==> config.mk <==
export PLATFORM = sky130hd
export DESIGN_NAME = vga_pixel_fetch
export DESIGN_NICKNAME = d
export VERILOG_FILES = /design/src/rtl/vga_pkg.sv /design/src/rtl/vga_line_buffer.sv /design/src/rtl/vga_pixel_fetch.sv
export SDC_FILE = /design/constraint.sdc
export NUM_CORES = 1
export LEC_CHECK = 0
export CAP_MARGIN = 20
export CORE_MARGIN = 2
export CORE_UTILIZATION = 50
export CTS_CLUSTER_SIZE = 40
export DETAILED_ROUTE_END_ITERATION = 8
export PLACE_DENSITY = 0.66
export SLEW_MARGIN = 20
export SYNTH_ARGS = -nofsm -noshare
export SYNTH_HDL_FRONTEND = slang
export SYNTH_HIERARCHICAL = 1
export SYNTH_SLANG_ARGS = --single-unit
==> constraint.sdc <==
create_clock -name clk_50MHz -period 2.5 [get_ports clk_50MHz]
set_clock_uncertainty 0.2 [all_clocks]
set_input_delay 0.375 -clock clk_50MHz [delete_from_list [all_inputs] [get_ports clk_50MHz]]
set_output_delay 0.375 -clock clk_50MHz [all_outputs]
set_load 0.02 [all_outputs]
==> src/rtl/vga_pkg.sv <==
// Shared timing constants, framebuffer geometry, RGB332 field widths and the
// line-fill state encoding for the VGA pixel path.
package vga_pkg;

  localparam int H_RES        = 640;
  localparam int V_RES        = 480;
  localparam int COUNTER_BITS = 16;
  localparam int SCALE_SHIFT  = 2;
  localparam int FB_W         = H_RES >> SCALE_SHIFT;
  localparam int FB_H         = V_RES >> SCALE_SHIFT;
  localparam int ADDR_BITS    = 16;
  localparam int PIX_BITS     = 8;
  localparam int R_BITS       = 3;
  localparam int G_BITS       = 3;
  localparam int B_BITS       = 2;
  localparam int COL_BITS     = 8;
  localparam int ROW_BITS     = 7;

  typedef enum logic [1:0] {
    ST_IDLE  = 2'd0,
    ST_FILL  = 2'd1,
    ST_DRAIN = 2'd2
  } fill_state_e;

  // First video RAM address of a framebuffer row in the selected framebuffer.
  function automatic logic [ADDR_BITS-1:0] row_base(input logic fb,
                                                    input logic [ROW_BITS-1:0] row);
    logic [ADDR_BITS-1:0] frame;
    if (fb) begin
      frame = ADDR_BITS'(FB_W * FB_H);
    end else begin
      frame = '0;
    end
    return frame + ADDR_BITS'(row) * ADDR_BITS'(FB_W);
  endfunction

endpackage

==> src/rtl/vga_line_buffer.sv <==
// One framebuffer row of pixels: synchronous write, asynchronous read, no reset.
module vga_line_buffer
  import vga_pkg::*;
(
  input  logic                clk_i,
  input  logic                we_i,
  input  logic [COL_BITS-1:0] waddr_i,
  input  logic [PIX_BITS-1:0] wdata_i,
  input  logic [COL_BITS-1:0] raddr_i,
  output logic [PIX_BITS-1:0] rdata_o
);

  logic [PIX_BITS-1:0] mem_q [FB_W];

  // Store returned video RAM bytes
  always_ff @(posedge clk_i) begin
    if (we_i && (waddr_i < COL_BITS'(FB_W))) begin
      mem_q[waddr_i] <= wdata_i;
    end
  end

  // Columns past the row width read as black
  always_comb begin
    if (raddr_i < COL_BITS'(FB_W)) begin
      rdata_o = mem_q[raddr_i];
    end else begin
      rdata_o = '0;
    end
  end

endmodule

==> src/rtl/vga_pixel_fetch.sv <==
// Prefetches one framebuffer row into a line buffer during horizontal blanking
// and drives 4x-upscaled RGB332 colour plus re-registered syncs.
module vga_pixel_fetch
  import vga_pkg::*;
(
  input  logic                    clk_50MHz,
  input  logic                    clear,
  input  logic [COUNTER_BITS-1:0] h_count,
  input  logic [COUNTER_BITS-1:0] v_count,
  input  logic                    bright,
  input  logic                    h_sync,
  input  logic                    v_sync,
  input  logic                    fb_sel,
  output logic                    vram_rd,
  output logic [ADDR_BITS-1:0]    vram_addr,
  input  logic [PIX_BITS-1:0]     vram_rdata,
  output logic [R_BITS-1:0]       vga_r,
  output logic [G_BITS-1:0]       vga_g,
  output logic [B_BITS-1:0]       vga_b,
  output logic                    hs_out,
  output logic                    vs_out,
  output logic                    fill_busy,
  output logic                    fill_ovr
);

  fill_state_e          state_q, state_d;
  logic [COL_BITS-1:0]  col_q, col_d;
  logic [ADDR_BITS-1:0] addr_q, addr_d;
  logic                 rd_q, rd_d;
  logic                 ovr_q, ovr_d;
  logic                 busy_q;
  logic                 pend_q;
  logic [COL_BITS-1:0]  wcol_q;
  logic                 trig_hold_q;
  logic                 fb_sel_q;
  logic [PIX_BITS-1:0]  rgb_q, rgb_d;
  logic                 hs_q, vs_q;

  logic                 trig_lvl_s;
  logic                 trig_s;
  logic [ROW_BITS-1:0]  row_s;
  logic [COL_BITS-1:0]  rd_idx_s;
  logic [PIX_BITS-1:0]  lb_rdata_s;

  // Fill request level and target row from the counter position
  always_comb begin
    trig_lvl_s = 1'b0;
    row_s      = '0;
    if (h_count == COUNTER_BITS'(H_RES)) begin
      if (v_count == COUNTER_BITS'(V_RES)) begin
        trig_lvl_s = 1'b1;
        row_s      = '0;
      end else if ((v_count < COUNTER_BITS'(V_RES - 1)) && (v_count[1:0] == 2'b11)) begin
        trig_lvl_s = 1'b1;
        row_s      = ROW_BITS'((v_count + COUNTER_BITS'(1)) >> SCALE_SHIFT);
      end else begin
        trig_lvl_s = 1'b0;
      end
    end else begin
      trig_lvl_s = 1'b0;
    end
  end

  // Counters hold for several clocks, so only the first clock of a match fires
  assign trig_s = trig_lvl_s & ~trig_hold_q;

  // Fill FSM next state, request address and overrun flag
  always_comb begin
    state_d = state_q;
    col_d   = col_q;
    addr_d  = addr_q;
    rd_d    = 1'b0;
    ovr_d   = ovr_q;
    case (state_q)
      ST_IDLE: begin
        if (trig_s) begin
          state_d = ST_FILL;
          col_d   = '0;
          addr_d  = row_base(fb_sel_q, row_s);
          rd_d    = 1'b1;
        end else begin
          state_d = ST_IDLE;
        end
      end
      ST_FILL: begin
        if (trig_s) begin
          ovr_d = 1'b1;
        end else begin
          ovr_d = ovr_q;
        end
        if (col_q == COL_BITS'(FB_W - 1)) begin
          state_d = ST_DRAIN;
          rd_d    = 1'b0;
        end else begin
          col_d  = col_q + COL_BITS'(1);
          addr_d = addr_q + ADDR_BITS'(1);
          rd_d   = 1'b1;
        end
      end
      ST_DRAIN: begin
        if (trig_s) begin
          ovr_d = 1'b1;
        end else begin
          ovr_d = ovr_q;
        end
        state_d = ST_IDLE;
      end
      default: begin
        state_d = ST_IDLE;
      end
    endcase
  end

  assign rd_idx_s = COL_BITS'(h_count >> SCALE_SHIFT);

  // Blanked pixels are forced to black
  always_comb begin
    if (bright) begin
      rgb_d = lb_rdata_s;
    end else begin
      rgb_d = '0;
    end
  end

  // State, fill bookkeeping and output registers
  always_ff @(posedge clk_50MHz or negedge clear) begin
    if (!clear) begin
      state_q     <= ST_IDLE;
      col_q       <= '0;
      addr_q      <= '0;
      rd_q        <= 1'b0;
      ovr_q       <= 1'b0;
      busy_q      <= 1'b0;
      pend_q      <= 1'b0;
      wcol_q      <= '0;
      trig_hold_q <= 1'b0;
      fb_sel_q    <= 1'b0;
      rgb_q       <= '0;
      hs_q        <= 1'b1;
      vs_q        <= 1'b1;
    end else begin
      state_q     <= state_d;
      col_q       <= col_d;
      addr_q      <= addr_d;
      rd_q        <= rd_d;
      ovr_q       <= ovr_d;
      busy_q      <= (state_d != ST_IDLE);
      // Byte for the request issued this clock arrives next clock
      pend_q      <= rd_q;
      wcol_q      <= col_q;
      trig_hold_q <= trig_lvl_s;
      if ((v_count == COUNTER_BITS'(V_RES)) && (h_count == COUNTER_BITS'(0))) begin
        fb_sel_q <= fb_sel;
      end else begin
        fb_sel_q <= fb_sel_q;
      end
      rgb_q       <= rgb_d;
      hs_q        <= h_sync;
      vs_q        <= v_sync;
    end
  end

  vga_line_buffer u_line_buffer (
    .clk_i   (clk_50MHz),
    .we_i    (pend_q),
    .waddr_i (wcol_q),
    .wdata_i (vram_rdata),
    .raddr_i (rd_idx_s),
    .rdata_o (lb_rdata_s)
  );

  assign vram_rd   = rd_q;
  assign vram_addr = addr_q;
  assign vga_r     = rgb_q[PIX_BITS-1 -: R_BITS];
  assign vga_g     = rgb_q[B_BITS +: G_BITS];
  assign vga_b     = rgb_q[B_BITS-1:0];
  assign hs_out    = hs_q;
  assign vs_out    = vs_q;
  assign fill_busy = busy_q;
  assign fill_ovr  = ovr_q;

endmodule

== Word level (Yosys, flattened, before mapping) ==
Memories as Yosys holds them, arrays and structs flattened.
Index checks and enable logic that the tools add are counted.
Word-level totals
  output and inout bits: 29
  bits of input ports: 46
  word-level logic and storage cells: 67
  memories kept: 1
  bits in writable memories: 1280
  register bits: 50
Cells by class
  multipliers: 1
  eq/ne operators: 8
  add/sub/neg operators: 4
  reduce and logical (&&, ||, !) cells: 10
  multiplexer cells: 25
  $lt $le $gt $ge: 3
  bitwise operators: 2
Memories
  u_line_buffer.mem_q: words 160, bits a word 8, read ports 1, clocked after Yosys merged registers in 0, write ports 1, line vga_line_buffer.sv:13  | logic [PIX_BITS-1:0] mem_q [FB_W];
Operator list (number)
  two-way mux 16 bit: 4
  two-way mux 8 bit: 4
  case mux 16 bit (2 select lines): 1
  two-way mux 7 bit: 3
  adder 16 x 1 -> 16 bit, second input constant: 1
  adder 16 x 15 -> 16 bit: 1
  equality test 16 x 10 -> 1 bit, second input constant: 1
  equality test 16 x 9 -> 1 bit, second input constant: 1
  zero test 16 bit: 1
  less-than comparator 16 x 9 -> 1 bit, second input constant: 1
  less-than comparator 8 bit, second input constant: 2
  case mux 8 bit (2 select lines): 1
  two-way mux 15 bit: 1
  multiplier 7 x 3 -> 10 bit, second input constant: 1
  adder 9 x 1 -> 9 bit, second input constant: 1
  adder 8 x 1 -> 8 bit, second input constant: 1
  equality test 8 bit, second input constant: 1
  two-way mux 1 bit: 8
  equality test 2 bit, second input constant: 2
  != test 2 bit, second input constant: 2
  case mux 2 bit (2 select lines): 1
  nonzero test 2 bit: 2
  logical AND 1 bit: 3
  AND reduction 3 bit: 1
  other kinds (8): 8

== Depth between registers and ports, before layout ==
  depth after elaboration: 11
  depth in mapped cells: 17
  depth with buffers taken out: 16

== Modules after synthesis ==
The synthesis kept the hierarchy.
Modules (own cells, without submodules)
  vga_line_buffer: instances 1, cells an instance 2421, area an instance 50111.8 sq um, seq. area each 38436.9 sq um
  vga_pixel_fetch: instances 1, cells an instance 305, area an instance 2894.0 sq um, seq. area each 1253.7 sq um

== Least setup slack after synthesis ==
No wires, ideal clock.
  path kind: input port to flip-flop
  start point: in h_count[4]
  end point: reg addr_q[15] (netlist: vram_addr[15])
  data required time: 2.169 ns
  setup time: 0.131 ns
  stages on the path: 15
  buffers on the path: 0
  setup slack: -1.548 ns
  arrival: 3.716 ns
  cell sequence: nor4_1 -> nand4_1 -> nor3_4 -> nand2_1 -> a21oi_1 -> ha_1 -> ha_1 -> fa_1 -> a21o_1 -> a21oi_1 -> nor2b_1 -> o21a_1 -> ha_1 -> and4_4 -> or3_1
On the way
  longest elaborated chain between the ends: 6
  elaborated cells between the ends (all ways): 10
  those cells by class: add/sub (1); mul (1); eq/ne (2); mux (4); bitwise (1); reduce/logical (1)
Ends and longest elaborated chain
  start, declared: line vga_pixel_fetch.sv:8  | input logic [COUNTER_BITS-1:0] h_count,
  equality test 16 x 10 -> 1 bit (*): line vga_pixel_fetch.sv:49  | if (h_count == COUNTER_BITS'(H_RES)) begin
  two-way mux 7 bit: line vga_pixel_fetch.sv:49
  multiplier 7 x 3 -> 10 bit: line vga_pkg.sv:34  | return frame + ADDR_BITS'(row) * ADDR_BITS'(FB_W);
  adder 16 x 15 -> 16 bit: line vga_pkg.sv:34
  two-way mux 16 bit: line vga_pixel_fetch.sv:76  | if (trig_s) begin
  case mux 16 bit (2 select lines): line vga_pixel_fetch.sv:74  | case (state_q)
  end signal, assigned: line vga_pixel_fetch.sv:144  | addr_q <= addr_d;
  end, declared: line vga_pixel_fetch.sv:28  | logic [ADDR_BITS-1:0] addr_q, addr_d;
Every way passes the cells marked *; elsewhere a longest branch is shown, timed or not. The select of a mux whose other input is x is not followed.
A chain may end at the register's enable or synchronous reset.

== Worst setup path in the final report ==
  start point: in v_count[2]
  end point: reg addr_q[14] (netlist: vram_addr[14])
On the way
  longest elaborated chain between the ends: 9
  elaborated cells between the ends (all ways): 17
  those cells by class: add/sub (2); mul (1); order compare (1); eq/ne (2); mux (8); bitwise (1); reduce/logical (2)
Ends and longest elaborated chain
  start, declared: line vga_pixel_fetch.sv:9  | input logic [COUNTER_BITS-1:0] v_count,
  less-than comparator 16 x 9 -> 1 bit: line vga_pixel_fetch.sv:53  | end else if ((v_count < COUNTER_BITS'(V_RES - 1)) && (v_count[1:0] == 2'b11)) begin
  logical AND 1 bit: line vga_pixel_fetch.sv:53
  two-way mux 7 bit: line vga_pixel_fetch.sv:53
  two-way mux 7 bit: line vga_pixel_fetch.sv:50  | if (v_count == COUNTER_BITS'(V_RES)) begin
  two-way mux 7 bit: line vga_pixel_fetch.sv:49
  multiplier 7 x 3 -> 10 bit: line vga_pkg.sv:34
  adder 16 x 15 -> 16 bit: line vga_pkg.sv:34
  two-way mux 16 bit: line vga_pixel_fetch.sv:76
  case mux 16 bit (2 select lines): line vga_pixel_fetch.sv:74
Several ways; a longest one is shown, not always the timed one. The select of a mux whose other input is x is not followed.

==> results.cfg <==
[status]
outcome = finished, violations left
violations = negative setup slack

[min_path]
min_path_type = in2reg
min_path_cells = 2

[grt]
grt_pass1_vias = 29820
grt_max_degree = 122
grt_pass1_wl_mm = 201.2
grt_usage_pct = 25.71
gr-total-overflow = 0
antenna_found_initial = 4

[critical_path]
worstSetupPathType = in2reg
cp_max_fo = 5
critPathArrivalTime_ps = 3770
reg2reg_depth = 9
critPathLaunchType = primary input
cp.required_ps = 2920
critPathCaptureType = flop

[place]
place_area_um2 = 58530
dp_hpwl_mm = 86.15
place_ws_ps = -1962
gp_congestion = 0.9380
placed_cells = 4501
portBuffers = 74

[synthesis]
yosys.area_share.adder_pct = 0.4532
synth_compound_area_share_pct = 3.406
synth.distinct_cells = 76
synth_warnings = 6
synth-edff-count = 1280
postSynthAreaPerCell_um2 = 19.44
synthCells = 2726
synth_top_family_by_area = multiplexers
ys_ff_latch = 1330
netlist_area_um2 = 53010
ys.flop_type = edfxtp_1
synth_seq_area_share_pct = 74.88
async_reset_ff_share_pct = 3.759
synth_mux_area_share_pct = 15.15
synth_xor_area_share_pct = 0.3800
synth_fp_nets = 2790
yosys.area_share.simple_pct = 4.093

[timing]
fmax_ghz = 0.2986
finalSetupViolCount = 12
slew_headroom_pct = 50.53
fin_crit_ps = 3349
finalCritPeriodShare_pct = 134.0
drv_slew = 0
hold_violations = 0
worst_slack_ps = -849.4
rsz0062_at_grt = yes
tightest_slew_ps = 735.9

[finish]
finalInstanceArea_um2 = 64200
synthToLayoutAreaGrowth_pct = 21.12
final_common_cell = edfxtp_1
drive_gt1_share_pct = 31.75
nNetsFinal = 3363
fill_cells = 7345
final_cells = 4787
final_cell_mix = 1280 x edfxtp_1, 439 x buf_4, 257 x mux4_2
final_util_pct = 60.99

[detailed_routing]
wirelength_mm = 136.7
remaining_drc_errors = 0
routedWlPerCell_um = 28.56
final_antenna_net_count = 0
viasPerCell = 6.100
drtIter0Drc = 3373
vias = 29200
firstDrtPassIters = 6

[clock_tree]
cts_buffer_depth = 3
cts_sinks = 1330
tritoncts = built
htree_levels = 4
insertion_delay_ps = 750
clkSlewWorstSetupHoldPaths_ps = 60
cts-root-buf = clkbuf_16
cts_made_buffers = 139

[floorplan]
die_h_um = 329.6
start_util_pct = 50.35
dieArea_um2 = 108600
fp-row-count = 119
ios = 75
die_x_um = 329.6
core_um2 = 105300

[pwr]
power_density_nw_per_um2 = 723.6
fin_total_pwr_w = 0.04646
p_leak_nw = 21.83
vdd.ir_drop.worst_mv = 0.5851

[run]
maxCapViolations = 0
==> state kept, by name, summed over array words and instances, names as in the netlist <==
name and cells:
fb_sel_q 1, fill_ovr 1, wcol_q 8, rgb_q 8, vram_addr 16, state_q 2
hs_out 1, pend_q 1, vram_rd 1, fill_busy 1, col_q 8, vs_out 1
u_line_buffer/mem_q 1280, trig_hold_q 1
==> where the power goes <==
| group | total (W) | internal [W] | leakage, nW | switching, W |
|---|---|---|---|---|
| logic | 0.00271 | 0.00115 | 7.67 | 0.00156 |
| clock network | 0.0193 | 0.0110 | 2.03 | 0.00826 |
| registers | 0.0245 | 0.0244 | 12.1 | 0.0000211 |
==> metrics by stage <==
stage / setup TNS (ps) / hold slack (ps)
after detailed placement: -31710 / 228.9
after CTS: -5089 / 32.81
after floorplan: -7079 / -120.6
after global routing: -6147 / 62.67
after global placement: -30440 / 224.1
final: -5266 / 83.83
==> cell type report <==
type                            instances  area (µm²)  area share (%)
Antenna cell                            1       2.502        0.003898
Tap cell                             1391        1740           2.711
Multi-Input combinational cell       1242       13150           20.49
Inverter                                8       30.03         0.04677
Clock buffer                          180        3675           5.724
Sequential cell                      1330       39690           61.82
Timing Repair Buffer                  578        5360           8.349
Clock inverter                         57       550.5          0.8575
==> cells by family (layout without fill, tap and decap cells) <==
family,Yosys count,after routing
and+or+nand+nor,467,467
AOI/OAI and AO/OA,256,256
adders and majority gates,18,18
buffers and inverters,154,823
DFF,1330,1330
muxes,478,478
other,0,1
xor gates and xnor gates,23,23
==> repair_timing <==
item                                    in CTS  in global routing
gates resized for setup                    134                 68
hold endpoints to repair                   204                  0
endpoints found under the setup margin      19                 22
buffers inserted                            32                  7
cloned                                       9                  0
hold buffers                                11                  0
pin swaps                                   39                 40
==> critical path, stage by stage <==
cell             delay, ps
clkdlybuf4s50_1        480
and4_4                 260
and4_4                 240
nor2_2                  40
nand2_2                110
a21oi_2                 50
ha_1                   330
ha_4                   180
fa_2                   480
buf_6                  140
fa_2                   380
a31o_4                 280
and4_4                 140
o31a_1                 270
==> cell usage after synthesis, drive strengths merged, types with 20 or more instances <==
library cell | count | area, µm²
buf | 88 | 619.3
a221oi | 20 | 175.2
a21oi | 44 | 220.2
nand2 | 92 | 345.3
clkbuf | 58 | 217.7
a22oi | 48 | 360.4
mux2 | 25 | 281.5
nor2b | 26 | 162.7
nand3 | 43 | 215.2
mux4 | 257 | 5788
dfrtp | 48 | 1201
nor2 | 213 | 802.0
mux2i | 196 | 1962
o21ai | 28 | 143.9
edfxtp | 1280 | 38440
==> layer usage <==
| metal | vias to the layer above | global-route usage, % | routed length [µm] |
|---|---|---|---|
| li1 | 12330 | - | - |
| met5 | - | 0 | 0 |
| met4 | 0 | 8.409 | 3985 |
| met3 | 222 | 4.715 | 12310 |
| met2 | 1437 | 41.41 | 66520 |
| met1 | 15210 | 35.87 | 53890 |
==> worst paths after layout <==
check                                                startpoint                   endpoint  slack [ps]
setup / recovery                                     v_count[2]  vram_addr[14]$_DFFE_PN0P_        -850
hold / removal                                           fb_sel       fb_sel_q$_DFFE_PN0P_          80
setup reg to reg           u_line_buffer/mem_q[43][6]$_DFFE_PP_         rgb_q[6]$_DFF_PN0_         -80
hold reg to reg                            col_q[7]$_DFFE_PN0P_        wcol_q[7]$_DFF_PN0_         250
max in group asynchronous                                 clear   vram_addr[0]$_DFFE_PN0P_        1470
min in group asynchronous                                 clear         rgb_q[0]$_DFF_PN0_         120
No activity file was read; power rests on OpenSTA's default activity.
